--- src/rtl/lsu_pkg.sv ---
// Shared definitions for the load/store unit: op encodings, FSM states,
// error response value and request latencies.
// Optional feature macro: LSU_BYTE_OPS_EN (enables LB/LBU/SB).
package lsu_pkg;

  typedef enum logic [2:0] {
    OP_LW  = 3'b000,
    OP_SW  = 3'b001,
    OP_LB  = 3'b010,
    OP_LBU = 3'b011,
    OP_SB  = 3'b100
  } op_e;

  typedef enum logic [1:0] {
    ST_IDLE,
    ST_ACCESS,
    ST_WRITE,
    ST_RESP
  } state_e;

  // Read data returned with any error or store response.
  localparam logic [31:0] ERR_RDATA = 32'h0000_0000;

  // Cycles from acceptance to rsp_valid with rsp_ready held high.
  localparam int unsigned LAT_ERR  = 1;
  localparam int unsigned LAT_WORD = 2;
  localparam int unsigned LAT_SB   = 3;

  // True for op codes this build implements.
  function automatic logic op_legal(input logic [2:0] op);
`ifdef LSU_BYTE_OPS_EN
    return op inside {OP_LW, OP_SW, OP_LB, OP_LBU, OP_SB};
`else
    return op inside {OP_LW, OP_SW};
`endif
  endfunction

  // Word ops must be 4-byte aligned.
  function automatic logic op_is_word(input logic [2:0] op);
    return (op == OP_LW) || (op == OP_SW);
  endfunction

  function automatic logic op_is_store(input op_e op);
    return (op == OP_SW) || (op == OP_SB);
  endfunction

endpackage

--- src/rtl/lsu_byte_lane.sv ---
// Byte-lane helper: selects and extends a load byte and merges a store byte
// into a word. Without LSU_BYTE_OPS_EN the word passes straight through.
module lsu_byte_lane (
  input  logic [31:0] word,
`ifdef LSU_BYTE_OPS_EN
  input  logic [1:0]  lane,
  input  logic        byte_load,
  input  logic        sign_ext,
  input  logic [7:0]  store_byte,
  output logic [31:0] merged,
`endif
  output logic [31:0] load_data
);

`ifdef LSU_BYTE_OPS_EN
  logic [7:0] sel;

  // Little-endian lane select, extend for loads, lane replace for stores.
  always_comb begin
    // NOTE: every output of a combinational block gets a default first so no
    // path leaves it unassigned; that is what keeps latches from being inferred.
    sel       = word[{lane, 3'b000} +: 8];
    load_data = word;
    merged    = word;
    if (byte_load) begin
      load_data = {{24{sign_ext & sel[7]}}, sel};
    end
    merged[{lane, 3'b000} +: 8] = store_byte;
  end
`else
  assign load_data = word;
`endif

endmodule

--- src/rtl/load_store_unit.sv ---
// Load/store unit: single-outstanding request FSM between a valid/ready
// request/response pair and a combinational-read, clocked-write word memory.
// Optional feature macro: LSU_BYTE_OPS_EN (LB/LBU/SB, WRITE state, merge).
module load_store_unit
  import lsu_pkg::*;
#(
  parameter int unsigned DEPTH_LOG2 = 5
) (
  input  logic                  clk,
  input  logic                  rst_n,
  input  logic                  req_valid,
  output logic                  req_ready,
  input  logic [2:0]            req_op,
  input  logic [31:0]           req_addr,
  input  logic [31:0]           req_wdata,
  output logic                  rsp_valid,
  input  logic                  rsp_ready,
  output logic [31:0]           rsp_rdata,
  output logic                  rsp_err,
  output logic                  mem_we,
  output logic [DEPTH_LOG2-1:0] mem_addr,
  output logic [31:0]           mem_wdata,
  input  logic [31:0]           mem_rdata
);

  state_e                state_q, state_d;
  op_e                   op_q;
  logic [DEPTH_LOG2-1:0] widx_q;
  logic [31:0]           wdata_q;
  logic [31:0]           rdata_q;
  logic                  err_q;
  logic                  accept;
  logic                  req_err;
  logic [31:0]           load_data;
`ifdef LSU_BYTE_OPS_EN
  logic [1:0]            lane_q;
  logic [31:0]           merged;
  logic [31:0]           merged_q;
`endif

  assign accept  = req_valid && req_ready;
  assign req_err = !op_legal(req_op)
                || (|req_addr[31:DEPTH_LOG2+2])
                || (op_is_word(req_op) && (|req_addr[1:0]));

`ifdef LSU_BYTE_OPS_EN
  lsu_byte_lane u_byte_lane (
    .word       (mem_rdata),
    .lane       (lane_q),
    .byte_load  ((op_q == OP_LB) || (op_q == OP_LBU)),
    .sign_ext   (op_q == OP_LB),
    .store_byte (wdata_q[7:0]),
    .merged     (merged),
    .load_data  (load_data)
  );
`else
  lsu_byte_lane u_byte_lane (
    .word      (mem_rdata),
    .load_data (load_data)
  );
`endif

  // State register; reset drops any in-flight request.
  always_ff @(posedge clk or negedge rst_n) begin
    // NOTE: clocked state uses non-blocking assignments so every register
    // samples pre-edge values regardless of block ordering.
    if (!rst_n) state_q <= ST_IDLE;
    else        state_q <= state_d;
  end

  // Next-state and memory/handshake outputs, decoded from the current state.
  always_comb begin
    state_d   = state_q;
    req_ready = 1'b0;
    rsp_valid = 1'b0;
    mem_we    = 1'b0;
    mem_addr  = '0;
    mem_wdata = '0;
    case (state_q)
      ST_IDLE: begin
        req_ready = rst_n;
        if (accept) state_d = req_err ? ST_RESP : ST_ACCESS;
      end
      ST_ACCESS: begin
        mem_addr = widx_q;
        if (op_q == OP_SW) begin
          mem_we    = 1'b1;
          mem_wdata = wdata_q;
        end
`ifdef LSU_BYTE_OPS_EN
        state_d = (op_q == OP_SB) ? ST_WRITE : ST_RESP;
`else
        state_d = ST_RESP;
`endif
      end
`ifdef LSU_BYTE_OPS_EN
      ST_WRITE: begin
        mem_addr  = widx_q;
        mem_we    = 1'b1;
        mem_wdata = merged_q;
        state_d   = ST_RESP;
      end
`endif
      ST_RESP: begin
        rsp_valid = 1'b1;
        if (rsp_ready) state_d = ST_IDLE;
      end
      default: state_d = ST_IDLE;
    endcase
  end

  // Request latch on acceptance and response capture in ACCESS.
  always_ff @(posedge clk or negedge rst_n) begin
    if (!rst_n) begin
      op_q     <= OP_LW;
      widx_q   <= '0;
      wdata_q  <= '0;
      rdata_q  <= '0;
      err_q    <= 1'b0;
`ifdef LSU_BYTE_OPS_EN
      lane_q   <= '0;
      merged_q <= '0;
`endif
    end else begin
      case (state_q)
        ST_IDLE: begin
          if (accept) begin
            op_q    <= op_e'(req_op);
            widx_q  <= req_addr[DEPTH_LOG2+1:2];
            wdata_q <= req_wdata;
            rdata_q <= ERR_RDATA;
            err_q   <= req_err;
`ifdef LSU_BYTE_OPS_EN
            lane_q  <= req_addr[1:0];
`endif
          end
        end
        ST_ACCESS: begin
          err_q   <= 1'b0;
          rdata_q <= op_is_store(op_q) ? ERR_RDATA : load_data;
`ifdef LSU_BYTE_OPS_EN
          merged_q <= merged;
`endif
        end
        default: ;
      endcase
    end
  end

  assign rsp_rdata = rdata_q;
  assign rsp_err   = err_q;

endmodule

--- config.mk ---
export PLATFORM = sky130hd
export DESIGN_NAME = load_store_unit
export DESIGN_NICKNAME = d
export VERILOG_FILES = /design/src/rtl/lsu_pkg.sv /design/src/rtl/lsu_byte_lane.sv /design/src/rtl/load_store_unit.sv
export SDC_FILE = /design/constraint.sdc
export NUM_CORES = 1
export LEC_CHECK = 0
export ABC_AREA = 1
export BUFFER_PORTS_ARGS = -buffer_cell sky130_fd_sc_hd__buf_4
export CORE_UTILIZATION = 41
export CTS_CLUSTER_DIAMETER = 40
export CTS_CLUSTER_SIZE = 30
export DETAILED_ROUTE_END_ITERATION = 6
export GPL_ROUTABILITY_DRIVEN = 1
export PLACE_DENSITY = 0.8
export SLEW_MARGIN = 20
export SYNTH_ARGS = -nofsm -noshare
export SYNTH_HDL_FRONTEND = slang
export SYNTH_SLANG_ARGS = --single-unit
export TNS_END_PERCENT = 1
--- constraint.sdc ---
create_clock -name clk -period 1.3 [get_ports clk]
set_clock_uncertainty 0.1 [all_clocks]
set_input_delay 0.065 -clock clk [delete_from_list [all_inputs] [get_ports clk]]
set_output_delay 0.065 -clock clk [all_outputs]
set_load 0.02 [all_outputs]
After elaboration in Yosys (flattened, before gate mapping)

Cells that the tools add are included.

Eq/ne operators: 7
Muxes and demuxes: 16
Reductions and logical operators: 16

Operator list:

| cell               | number |
|---|---|
| $mux 32            | 4 |
| $pmux 32 s2        | 1 |
| $reduce_or 25->1   | 1 |
| $eq 3x1->1 const B | 2 |
| $mux 2             | 3 |
| $pmux 2 s3         | 1 |
| $reduce_and 2->1   | 3 |
| $mux 1             | 5 |
| $mux 5             | 1 |
| $logic_or 1x1->1   | 4 |
| $ne 2x2->1 const B | 2 |
| $reduce_bool 2->1  | 2 |
| $eq 3x3->1 const B | 1 |
| $logic_not 3->1    | 1 |
| $eq 2x1->1 const B | 1 |
| $eq 2x2->1 const B | 1 |
| $logic_and 1x1->1  | 2 |
| $logic_not 2->1    | 1 |
| $pmux 1 s2         | 1 |
| $reduce_or 2->1    | 1 |
| $logic_not 1->1    | 1 |

Flip-flop bits (word level): 75
Bits of input ports: 103
Output and inout port bits: 73

Longest topological paths before layout

Word-level depth: 8
Gate-level depth with buffers: 9

Cells and area by module

A second synthesis with hierarchy kept.

Cells, all modules: 428
Area total of the unflattened synthesis: 3,528.4 µm²

By module, submodules not included:

| module          | instances | cells each | area each (µm²) |
|---|---|---|---|
| load_store_unit | 1         | 396        | 3,288.2 |
| lsu_byte_lane   | 1         | 32         | 240.2 |

Worst setup path after synthesis

Ideal clock, no wire load.

Kind: reg-to-output
Start point: register op_q[2]
End point: output port mem_wdata[10]
Arrival time: 1,297 ps
Required time: 1,135 ps
Setup slack: -162 ps
Cell stages (with the launch flop): 7
Cell sequence: dfrtp_1 -> nor2_1 -> nand2_1 -> nor2_4 -> inv_2 -> buf_6 -> nor2_1

Word-level cells in the longest chain between the ends: 3

RTL lines:

| item                     | RTL line               | RTL |
|---|---|---|
| start: declaration       | load_store_unit.sv:27  | `op_e op_q;` |
| start signal: assignment | load_store_unit.sv:128 | `op_q <= op_e'(req_op);` |
| $eq 3x1->1               | load_store_unit.sv:86  | `if (op_q == OP_SW) begin` |
| $mux 32                  | load_store_unit.sv:86  |  |
| $mux 32                  | load_store_unit.sv:79  | `case (state_q)` |
| end: declaration         | load_store_unit.sv:22  | `output logic [31:0] mem_wdata,` |

Every way passes these cells.

Worst setup path after layout

Same ends and word-level chain as after synthesis.

==> results.json <==
{
  "status": "complete, but fails checks",
  "violations": "hold timing, setup timing",
  "maxCapViolations": 0,
  "dpl_cell_area_um2": 5032,
  "area_growth_pct": 89.89,
  "drt_iter0_drc": 131,
  "holdCritPathClass": "in -> async",
  "num-fill-cells": 459,
  "layout_commonest_cell": "buf_4",
  "synthSimpleGateAreaFrac_pct": 26.55,
  "grt_pass1_vias": 3907,
  "synth_xor_xnor_area_share_pct": 0,
  "antenna_found_initial": 0,
  "core_um2": 7767,
  "fin_crit_sh_pct": 136.2,
  "setup_ws_ns": -0.4705,
  "synthCells": 401,
  "grt_pass1_wl_um": 18640,
  "synth_compound_area_share_pct": 6.599,
  "fin_crit_ns": 1.771,
  "hold_buffers": 74,
  "die_x_um": 91.96,
  "start_util_pct": 42.72,
  "crit_chain": "nor2_2, nand2_2, nor2_4, inv_6, buf_12, nor2_4, buf_6",
  "numPortBuffers": 175,
  "synthMuxAreaShare_pct": 0,
  "cpMostUsedCell": "nor2_4",
  "drv_slew": 0,
  "crit_path_start": "op_q[2]$_DFFE_PN0P_",
  "synth_fp_nets": 504,
  "critPathMaxFanout": 8,
  "cts_sinks": 75,
  "worst_pin_slew_ns": 0.9454,
  "maxSlewHeadroom_pct": 36.98,
  "diodes": 0,
  "start_kind": "flip-flop",
  "layout_common_cells": "buf_4, nand2_1, dlygate4sd3_1, dfrtp_1, buf_6",
  "drt-pass1-iter-count": 4,
  "totalWireLength_um": 11950,
  "clk_latency_ns": 0.33,
  "tritoncts": "yes",
  "cts_htree_levels": 3,
  "ios": 176,
  "yosysSeqAreaShare_pct": 56.56,
  "max_stage_delay_ns": 0.41,
  "end_kind": "output pin",
  "hpwlAfterDp_um": 6651,
  "rsz0062_at_grt": "yes",
  "synth_cell_types": 19,
  "setup_viol": 99,
  "cp_top_family": "simple AND/OR/NAND/NOR gates",
  "die_h_um": 91.96,
  "cp_slowest_cell": "dfrtp_1",
  "ys_ff_latch": 75,
  "power_per_cell_area_nw_per_um2": 1919,
  "avgViaCountPerCell": 4.864,
  "crit_buf_inv": 3,
  "regToRegStartpoint": "op_q[0]$_DFFE_PN0P_",
  "antenna_left": 0,
  "cp.required_ns": 1.13,
  "clk_path_buf_depth": 2,
  "drive_gt1_share_pct": 41.13,
  "ir_drop_uv": 900.1,
  "syn_area_um2": 3318,
  "leakagePower_nw": 3.148,
  "syn_avg_cell_area_um2": 8.275,
  "yosysWarnings": 0,
  "critical_path_class": "reg -> out",
  "wl_per_cell_um": 15.46,
  "final_cell_area_um2": 6301,
  "cts-buffers-inserted": 9,
  "dieArea_um2": 8457,
  "grt_max_degree": 76,
  "finalHoldViolCount": 75,
  "synth-adder-area-share_pct": 0,
  "arrival_ns": 1.61,
  "power_mw": 12.09,
  "root_buffer": "clkbuf_8",
  "postLayoutCoreUtil_pct": 81.12,
  "num_rows": 32,
  "synth_top_family_by_area": "simple AND/OR/NAND/NOR gates",
  "path_clk_slew_ns": 0.08,
  "routed-via-count": 3760,
  "drc": 0,
  "worst-r2r-setup-slack_ns": -0.20,
  "globalplace.congestion": 0.8104,
  "max_freq_mhz": 564.8,
  "grt.overflow.total": 0,
  "nets": 769,
  "hold_slack_ns": -0.1152,
  "track_usage_pct": 28.92
}
-- power by group --
part | leakage (nW) | switching, mW | total, mW | internal, mW
Sequential | 0.932 | 0.505 | 3.93 | 3.43
Clock | 0.113 | 0.866 | 1.94 | 1.08
Combinational | 2.10 | 3.70 | 6.21 | 2.51
Total | 3.15 | 5.07 | 12.1 | 7.02
-- cell usage after synthesis --
| cell | instances | area, um2 |
|---|---|---|
| nand2_2 | 1 | 6.260 |
| dfrtp_1 | 75 | 1877 |
| nor2_2 | 1 | 6.260 |
| nand2_4 | 2 | 22.52 |
| inv_1 | 44 | 165.2 |
| nor2_4 | 2 | 22.52 |
| o21ai_2 | 1 | 8.760 |
| inv_2 | 4 | 15.01 |
| buf_6 | 6 | 67.56 |
| nor2_1 | 58 | 217.7 |
| a21oi_1 | 1 | 5.000 |
| inv_4 | 1 | 6.260 |
| or2_2 | 1 | 6.260 |
| nand3_1 | 32 | 160.2 |
| o21ai_0 | 36 | 180.2 |
| nand2_1 | 117 | 439.2 |
| buf_4 | 7 | 52.55 |
| o21ai_1 | 5 | 25.02 |
| buf_2 | 7 | 35.03 |
-- area by class of cell --
type	instances	area, um2	share of cell area [%]
Clock buffer	9	123.9	1.966
Clock inverter	7	92.59	1.469
Inverter	49	196.4	3.118
Multi-Input combinational cell	257	1393	22.10
Sequential cell	75	1878	29.81
Tap cell	102	127.6	2.025
Timing Repair Buffer	274	2490	39.52
-- final timing paths --
path                                        endpoint  depth (start not counted)
max                                    mem_wdata[10]                          7
min in group clk                 rsp_err$_DFFE_PN0P_                          5
min                        rsp_rdata[23]$_DFFE_PN0P_                          2
max reg2reg                rsp_rdata[17]$_DFFE_PN0P_                          8
min reg2reg                rsp_rdata[29]$_DFFE_PN0P_                          2
max in group asynchronous     state_q[0]$_DFFE_PN0P_                          2
-- timing repair --
item / in CTS / in global routing
gates cloned: 1 / 0
buffers inserted: 2 / 3
resized for setup: 55 / 18
setup endpoints to repair: 113 / 115
endpoints found under the hold margin: 150 / 75
pin swaps: 4 / 4
-- worst reg2reg max path: cells and delay by family, from the launching register on --
| family | cells | cell delay (ns) |
|---|---|---|
| AND/OR/NAND/NOR | 3 | 0.28 |
| flip-flops | 1 | 0.39 |
| AO/OA/AOI/OAI | 1 | 0.14 |
| buffers and inverters | 4 | 0.53 |
-- cells by family after synthesis --
logic type / Yosys count
buf+inv: 69
flops: 75
simple gates: 214
compound gates: 43
-- sequential cells by signal, indices dropped and copies added (netlist names) --
signal and flops:
op_q 3, wdata_q 32, widx_q 5, state_q 2
rsp_err 1, rsp_rdata 32
-- layer usage --
metal / vias up / track usage, % / routed length [um]
li1: 1753 / - / -
met1: 1783 / 29.84 / 4185
met2: 169 / 53.92 / 6583
met3: 55 / 5.390 / 546
met4: 0 / 17.19 / 631
met5: - / 0 / 0
-- metrics by stage --
stage / worst slack [ns] / hold slack, ns / TNS [ns] / cells
floorplan: -0.06299 / -0.3306 / -3.624 / 401
finish: -0.4705 / -0.1152 / -21.03 / 773
global placement: -0.04130 / 0.1763 / -1.207 / 677
global route: -0.5356 / -0.06089 / -29.74 / 773
detailed placement: -0.09302 / 0.1766 / -4.487 / 677
CTS: -0.4569 / -0.09635 / -15.92 / 770
No activity file was read; power rests on OpenSTA's default activity.
